<file path="config.mk">
export PLATFORM = sky130hd
export DESIGN_NAME = aes_ctrl
export DESIGN_NICKNAME = d
export VERILOG_FILES = /design/src/rtl/aes_pkg.sv /design/src/rtl/aes_ctrl.sv
export SDC_FILE = /design/constraint.sdc
export NUM_CORES = 1
export LEC_CHECK = 0
export ABC_AREA = 1
export CELL_PAD_IN_SITES_DETAIL_PLACEMENT = 0
export CELL_PAD_IN_SITES_GLOBAL_PLACEMENT = 1
export CORE_ASPECT_RATIO = 1.2
export CORE_MARGIN = 2
export CORE_UTILIZATION = 33
export DETAILED_ROUTE_END_ITERATION = 12
export GPL_TIMING_DRIVEN = 0
export HOLD_SLACK_MARGIN = 0.02
export PLACE_DENSITY = 0.72
export SETUP_SLACK_MARGIN = 0.1
export SYNTH_ARGS = -nofsm -noshare
export SYNTH_HDL_FRONTEND = slang
export SYNTH_SLANG_ARGS = --single-unit
</file>
<file path="constraint.sdc">
create_clock -name clk -period 1.85 [get_ports clk]
set_clock_uncertainty 0.2 [all_clocks]
set_input_delay 0.2775 -clock clk [delete_from_list [all_inputs] [get_ports clk]]
set_output_delay 0.2775 -clock clk [all_outputs]
set_load 0.01 [all_outputs]
</file>
<file path="src/rtl/aes_pkg.sv">
`default_nettype none
// ============================================================================
// Module   : aes_pkg
// Purpose  : Shared types and constants for the AES-128 control slice:
//            controller state encoding, default round/column counts and the
//            S-box ownership encodings.
// Revision : 1.0 - initial release
// ============================================================================
package aes_pkg;

   // Controller states
   typedef enum logic [2:0] {
      ST_IDLE   = 3'd0,
      ST_KEYEXP = 3'd1,
      ST_LOAD   = 3'd2,
      ST_SUB    = 3'd3,
      ST_MIX    = 3'd4,
      ST_DONE   = 3'd5
   } aes_state_t;

   // AES-128 defaults
   localparam int NR_DEF         = 10;
   localparam int SUB_CYCLES_DEF = 4;

   // Owner of the single shared 32-bit S-box
   localparam logic SBOX_KEYGEN = 1'b0;
   localparam logic SBOX_ROUND  = 1'b1;

endpackage : aes_pkg
`default_nettype wire

</file>
<file path="src/rtl/aes_ctrl.sv">
`default_nettype none
// ============================================================================
// Module   : aes_ctrl
// Purpose  : Top-level sequencer for the AES-128 core. Handshakes the key
//            expansion generator, walks the round datapath through the
//            initial AddRoundKey plus NR rounds (SUB_CYCLES S-box columns
//            followed by one commit step per round), and arbitrates the
//            shared S-box between key generator and round datapath.
//            Every output is registered or decoded from registered state.
// Revision : 1.0 - initial release
// ============================================================================
module aes_ctrl
   import aes_pkg::*;
#(
   parameter int NR         = NR_DEF,          // 1..15
   parameter int SUB_CYCLES = SUB_CYCLES_DEF   // 1..4
) (
   input  logic       clk,
   input  logic       reset,          // asynchronous, active-low
   input  logic       key_init_i,
   input  logic       start_i,
   output logic       busy_o,
   output logic       key_valid_o,
   output logic       done_o,
   output logic       start_err_o,
   output logic       kg_init_o,
   input  logic       kg_ready_i,
   output logic [3:0] kg_round_o,
   output logic       rnd_load_o,
   output logic       rnd_sub_o,
   output logic [1:0] rnd_col_o,
   output logic       rnd_step_o,
   output logic       rnd_final_o,
   output logic       sbox_sel_o
);

   // Terminal counter values sized to the counter registers
   localparam logic [3:0] R_LAST = 4'(NR);
   localparam logic [1:0] C_LAST = 2'(SUB_CYCLES - 1);

   aes_state_t state_q, state_d;
   logic [3:0] r_q, r_d;                  // round index 0..NR
   logic [1:0] c_q, c_d;                  // column index 0..SUB_CYCLES-1
   logic       seen_low_q, seen_low_d;    // kg_ready observed low this expansion
   logic       key_valid_q, key_valid_d;
   logic       kg_init_q, kg_init_d;
   logic       start_err_q, start_err_d;

   // State, counters and registered pulse outputs
   always_ff @(posedge clk or negedge reset) begin
      if (!reset) begin
         state_q     <= ST_IDLE;
         r_q         <= 4'd0;
         c_q         <= 2'd0;
         seen_low_q  <= 1'b0;
         key_valid_q <= 1'b0;
         kg_init_q   <= 1'b0;
         start_err_q <= 1'b0;
      end else begin
         state_q     <= state_d;
         r_q         <= r_d;
         c_q         <= c_d;
         seen_low_q  <= seen_low_d;
         key_valid_q <= key_valid_d;
         kg_init_q   <= kg_init_d;
         start_err_q <= start_err_d;
      end
   end

   // Next-state, counter sequencing and output decode
   always_comb begin
      state_d     = state_q;
      r_d         = r_q;
      c_d         = c_q;
      seen_low_d  = seen_low_q;
      key_valid_d = key_valid_q;
      kg_init_d   = 1'b0;
      start_err_d = 1'b0;

      busy_o      = (state_q != ST_IDLE);
      key_valid_o = key_valid_q;
      done_o      = (state_q == ST_DONE);
      start_err_o = start_err_q;
      kg_init_o   = kg_init_q;
      kg_round_o  = 4'd0;
      rnd_load_o  = 1'b0;
      rnd_sub_o   = 1'b0;
      rnd_col_o   = 2'd0;
      rnd_step_o  = 1'b0;
      rnd_final_o = 1'b0;
      sbox_sel_o  = SBOX_KEYGEN;

      case (state_q)
         ST_IDLE: begin
            // Counters parked at zero so LOAD presents round key 0
            r_d = 4'd0;
            c_d = 2'd0;
            if (key_init_i) begin
               // key_init has priority; a simultaneous start is dropped
               kg_init_d   = 1'b1;
               key_valid_d = 1'b0;
               seen_low_d  = 1'b0;
               state_d     = ST_KEYEXP;
            end else if (start_i) begin
               if (key_valid_q) begin
                  state_d = ST_LOAD;
               end else begin
                  start_err_d = 1'b1;
               end
            end
         end

         ST_KEYEXP: begin
            // A ready still high from the previous expansion is not trusted
            // until the generator has been seen to drop it.
            if (!kg_ready_i) begin
               seen_low_d = 1'b1;
            end else if (seen_low_q) begin
               key_valid_d = 1'b1;
               state_d     = ST_IDLE;
            end
         end

         ST_LOAD: begin
            rnd_load_o = 1'b1;
            kg_round_o = r_q;
            r_d        = 4'd1;
            c_d        = 2'd0;
            state_d    = ST_SUB;
         end

         ST_SUB: begin
            rnd_sub_o  = 1'b1;
            rnd_col_o  = c_q;
            kg_round_o = r_q;
            sbox_sel_o = SBOX_ROUND;
            if (c_q == C_LAST) begin
               state_d = ST_MIX;
            end else begin
               c_d = c_q + 2'd1;
            end
         end

         ST_MIX: begin
            rnd_step_o  = 1'b1;
            rnd_final_o = (r_q == R_LAST);
            kg_round_o  = r_q;
            if (r_q == R_LAST) begin
               state_d = ST_DONE;
            end else begin
               r_d     = r_q + 4'd1;
               c_d     = 2'd0;
               state_d = ST_SUB;
            end
         end

         ST_DONE: begin
            r_d     = 4'd0;
            c_d     = 2'd0;
            state_d = ST_IDLE;
         end

         default: begin
            state_d = ST_IDLE;
         end
      endcase
   end

endmodule : aes_ctrl
`default_nettype wire

</file>
==> metrics.txt, run 1 <==
wire length of the first global-routing pass=3840 um; Internal=about 1.1 mW; met3 routed wirelength=105 um; final setup vio count=0; number of flip-flops and latches in the synthesized netlist=13; final sum of negative setup slack=0 ps; share of the yosys chip area belonging to registers=41.0%; relative slew slack=57.2%; Netlist Area Pre-Place=approximately 790 um2; TritonCTS buffer count=3; maximum vdd ir drop=0.000675 V; Worst path top cell family by delay=flip-flops; pwr dens=1460 mW/mm2; Root Driver=sky130_fd_sc_hd__clkbuf_4; worst-case setup margin in the final layout=between 30 and 40 ps; fraction of power spent switching nets=between 40% and 50%; Avg Inst Size Synth=7.63 um2; tightest hold margin=175 ps; HPWL Detailed=1430 um; count of final max-slew check failures=0; warning count from the yosys run=0; Antenna Violating Nets Remaining=0; Remaining Overflow, GRT=0; library cell contributing the largest single delay on the critical path=sky130_fd_sc_hd__dfrtp_2; area of the core region=0.00228 mm2; launching element type of the critical path=register; Rows=19; part of the power in registers=24.3%; filler cell count=220; number of DRC markers in iteration 0=13; type of the worst setup path=reg2out; count of cell types in the netlist=19; area of the die=0.00281 mm2; largest net degree at the start of global routing=14; met2 WL post-DR=1210 um; clock tree from TritonCTS=done; Clk Latency, worst-skew pair=slightly below 300 ps; share of power burned in combinational logic=65.9%; outcome=completed; initial antenna violation count=0; critical path capture point type=primary output; required arrival time at the worst endpoint=1370 ps; leakage power of the design=between 0.6 and 0.7 nW; kind of path behind the tightest hold check=in2async; Worst path max stage delay=between 400 and 500 ps; detailed-route DRC error count=0; GP Congestion=0.770; DR vias=899; crit-path cells=nor2_4 > nand2_8 > inv_6 > a21oi_4 > nor2_1 > buf_2; Max FO, Critical Path=5; WL/cell=about 12 um; leading cell type in the layout, fill and taps excluded=sky130_fd_sc_hd__buf_4; final routed wirelength across all metal layers=2300 um; Max Used Layer=met4; vias in the first global route=881; total number of clock tree sinks=13; arrival time of data at the critical path endpoint=1330 ps; clock slew seen by the registers of the worst setup and hold paths=80 ps; Via density=4.89; unrepaired setup endpoints after global routing=yes; starting density of the core=34.8%; ratio of final minimum period to clock period=97.9%; fraction of layout cells with a size suffix above 1=45.1%; maximum clock frequency=around 0.55 GHz; die width=48.8 um; Longest Clk Path Bufs=2; Top-Level Pins=21; quantity of hold-fixing buffers added after cts=0; number of buffers inserted by port buffering=20; slew at the pin closest to its max-slew limit=641 ps; antenna diode instance count=0; Max Cap Viol=0; CTS HTree Levels=1; routed length on met1=886 um; pre-CTS setup slack=-268 ps; global routing usage summed across all routing layers=about 18%; Area growth, synth to finish=67.3%; commonest non-fill, non-tap cells in the layout=20 x sky130_fd_sc_hd__buf_4, 18 x sky130_fd_sc_hd__nor2_1, 14 x sky130_fd_sc_hd__nand2_1; final critical-path required period=1810 ps; number of search-and-repair iterations in the first detailed-routing pass=4; vertical extent of the die=57.7 um; Finished Core Util=58.2%; Switch Pwr=0.864 mW; share of total power in the clock network=under 10%; Net Count, Synth=roughly 110; number of instances in the synthesized netlist=104; final layout net count=162; final hold violations=0; Buf+Inv Stages, Crit Path=2
## synthesized netlist by cell type, drive strengths merged
master / number / share of area [%]
nand2: 17 / 9.3
buf: 1 / 0.95
o21ai: 10 / 7.3
nand4: 3 / 2.4
dfrtp: 13 / 41
nand3: 12 / 7.6
nor3: 2 / 2.5
ha: 3 / 4.7
a21oi: 1 / 0.63
xor2: 1 / 1.1
nor2: 25 / 15
inv: 16 / 7.6
## per-stage QoR
| stage | instance area [um2] | std cells | power (mW) |
|---|---|---|---|
| finish | 1330 | 184 | 1.94 |
| global route | 1330 | 184 | 2.09 |
| CTS | 1220 | 175 | 1.74 |
| detailed placement | 1030 | 155 | 1.30 |
| global placement | 1030 | 155 | 1.29 |
| floorplan | 793 | 104 | 0.996 |
## power by group through the flow
stage / Combinational (mW) / Clock [mW] / Sequential (mW)
after global routing: 1.40 / 0.206 / 0.481
after floorplan: 0.508 / 0 / 0.488
after detailed placement: 0.802 / 0 / 0.500
after CTS: 1.08 / 0.186 / 0.474
final: 1.28 / 0.189 / 0.470
after global placement: 0.797 / 0 / 0.497
## area by class of cell
class | count | area (um2) | area share, %
multi-input cells | 74 | 478 | 36.0
repair buffers | 45 | 373 | 28.1
flip-flops and latches | 13 | 329 | 24.8
inverters | 16 | 75.1 | 5.66
well taps | 31 | 38.8 | 2.92
clock buffers | 4 | 26.3 | 1.98
plain buffers | 1 | 7.51 | 0.566
## cell families (layout without fill, tap and decap cells)
group | after synthesis | in the layout | share of synthesized area, %
AOI/OAI and AO/OA | 11 | 11 | 7.89
and+or+nand+nor | 59 | 59 | 36.8
xor gates and xnor gates | 1 | 1 | 1.10
DFF | 13 | 13 | 41.0
buffers and inverters | 17 | 66 | 8.52
adders and majority gates | 3 | 3 | 4.73
## final timing paths
check / start / endpoint / slack (ps) / depth (start not counted)
worst min register to register: seen_low_q / seen_low_q / 290 / 2
worst max-delay path: state_q[0] / kg_round_o[3] / 40 / 6
max in group asynchronous: reset / state_q[1] / 830 / 1
worst max register to register: state_q[2] / state_q[1] / 200 / 6
min in group clk: seen_low_q / seen_low_q / 290 / 2
worst min-delay path: reset / key_valid_o / 180 / 1
## flip-flops by register name (all words and copies together) (netlist names)
signal and flops:
kg_init_o 1, start_err_o 1, key_valid_o 1, c_q 2, state_q 3, seen_low_q 1
r_q 4
## metal layers
metal | GRT usage [%] | vias to the layer above
met1 | 19.6 | 413
met3 | 3.09 | 13
met5 | 0 | -
met2 | 32.3 | 39
met4 | 12.2 | 0
li1 | - | 434
## timing repair
item / 4_1_cts / 5_1_grt
setup buffers: 16 / 9
gates resized for setup: 76 / 13
setup endpoints to repair: 13 / 13
pin swaps: 3 / 4
## worst reg2reg max path, delay by kind of cell, from the launching register on
kind / cells / cell delay (ps)
DFF: 1 / 440
and+or+nand+nor: 3 / 520
AOI/OAI and AO/OA: 1 / 110
buffers and inverters: 2 / 260
Power figures use the tool's default switching activity.
==> run 2, diff against run 1 <==
--- a/config.mk
+++ b/config.mk
@@ -6,6 +6,7 @@
 export NUM_CORES = 1
 export LEC_CHECK = 0
 export ABC_AREA = 1
+export ABC_CLOCK_PERIOD_IN_PS = 1850
 export CELL_PAD_IN_SITES_DETAIL_PLACEMENT = 0
 export CELL_PAD_IN_SITES_GLOBAL_PLACEMENT = 1
 export CORE_ASPECT_RATIO = 1.2
==> results of run 2 <==
The final DEF is identical to that of run 1; final timing and power are the same.
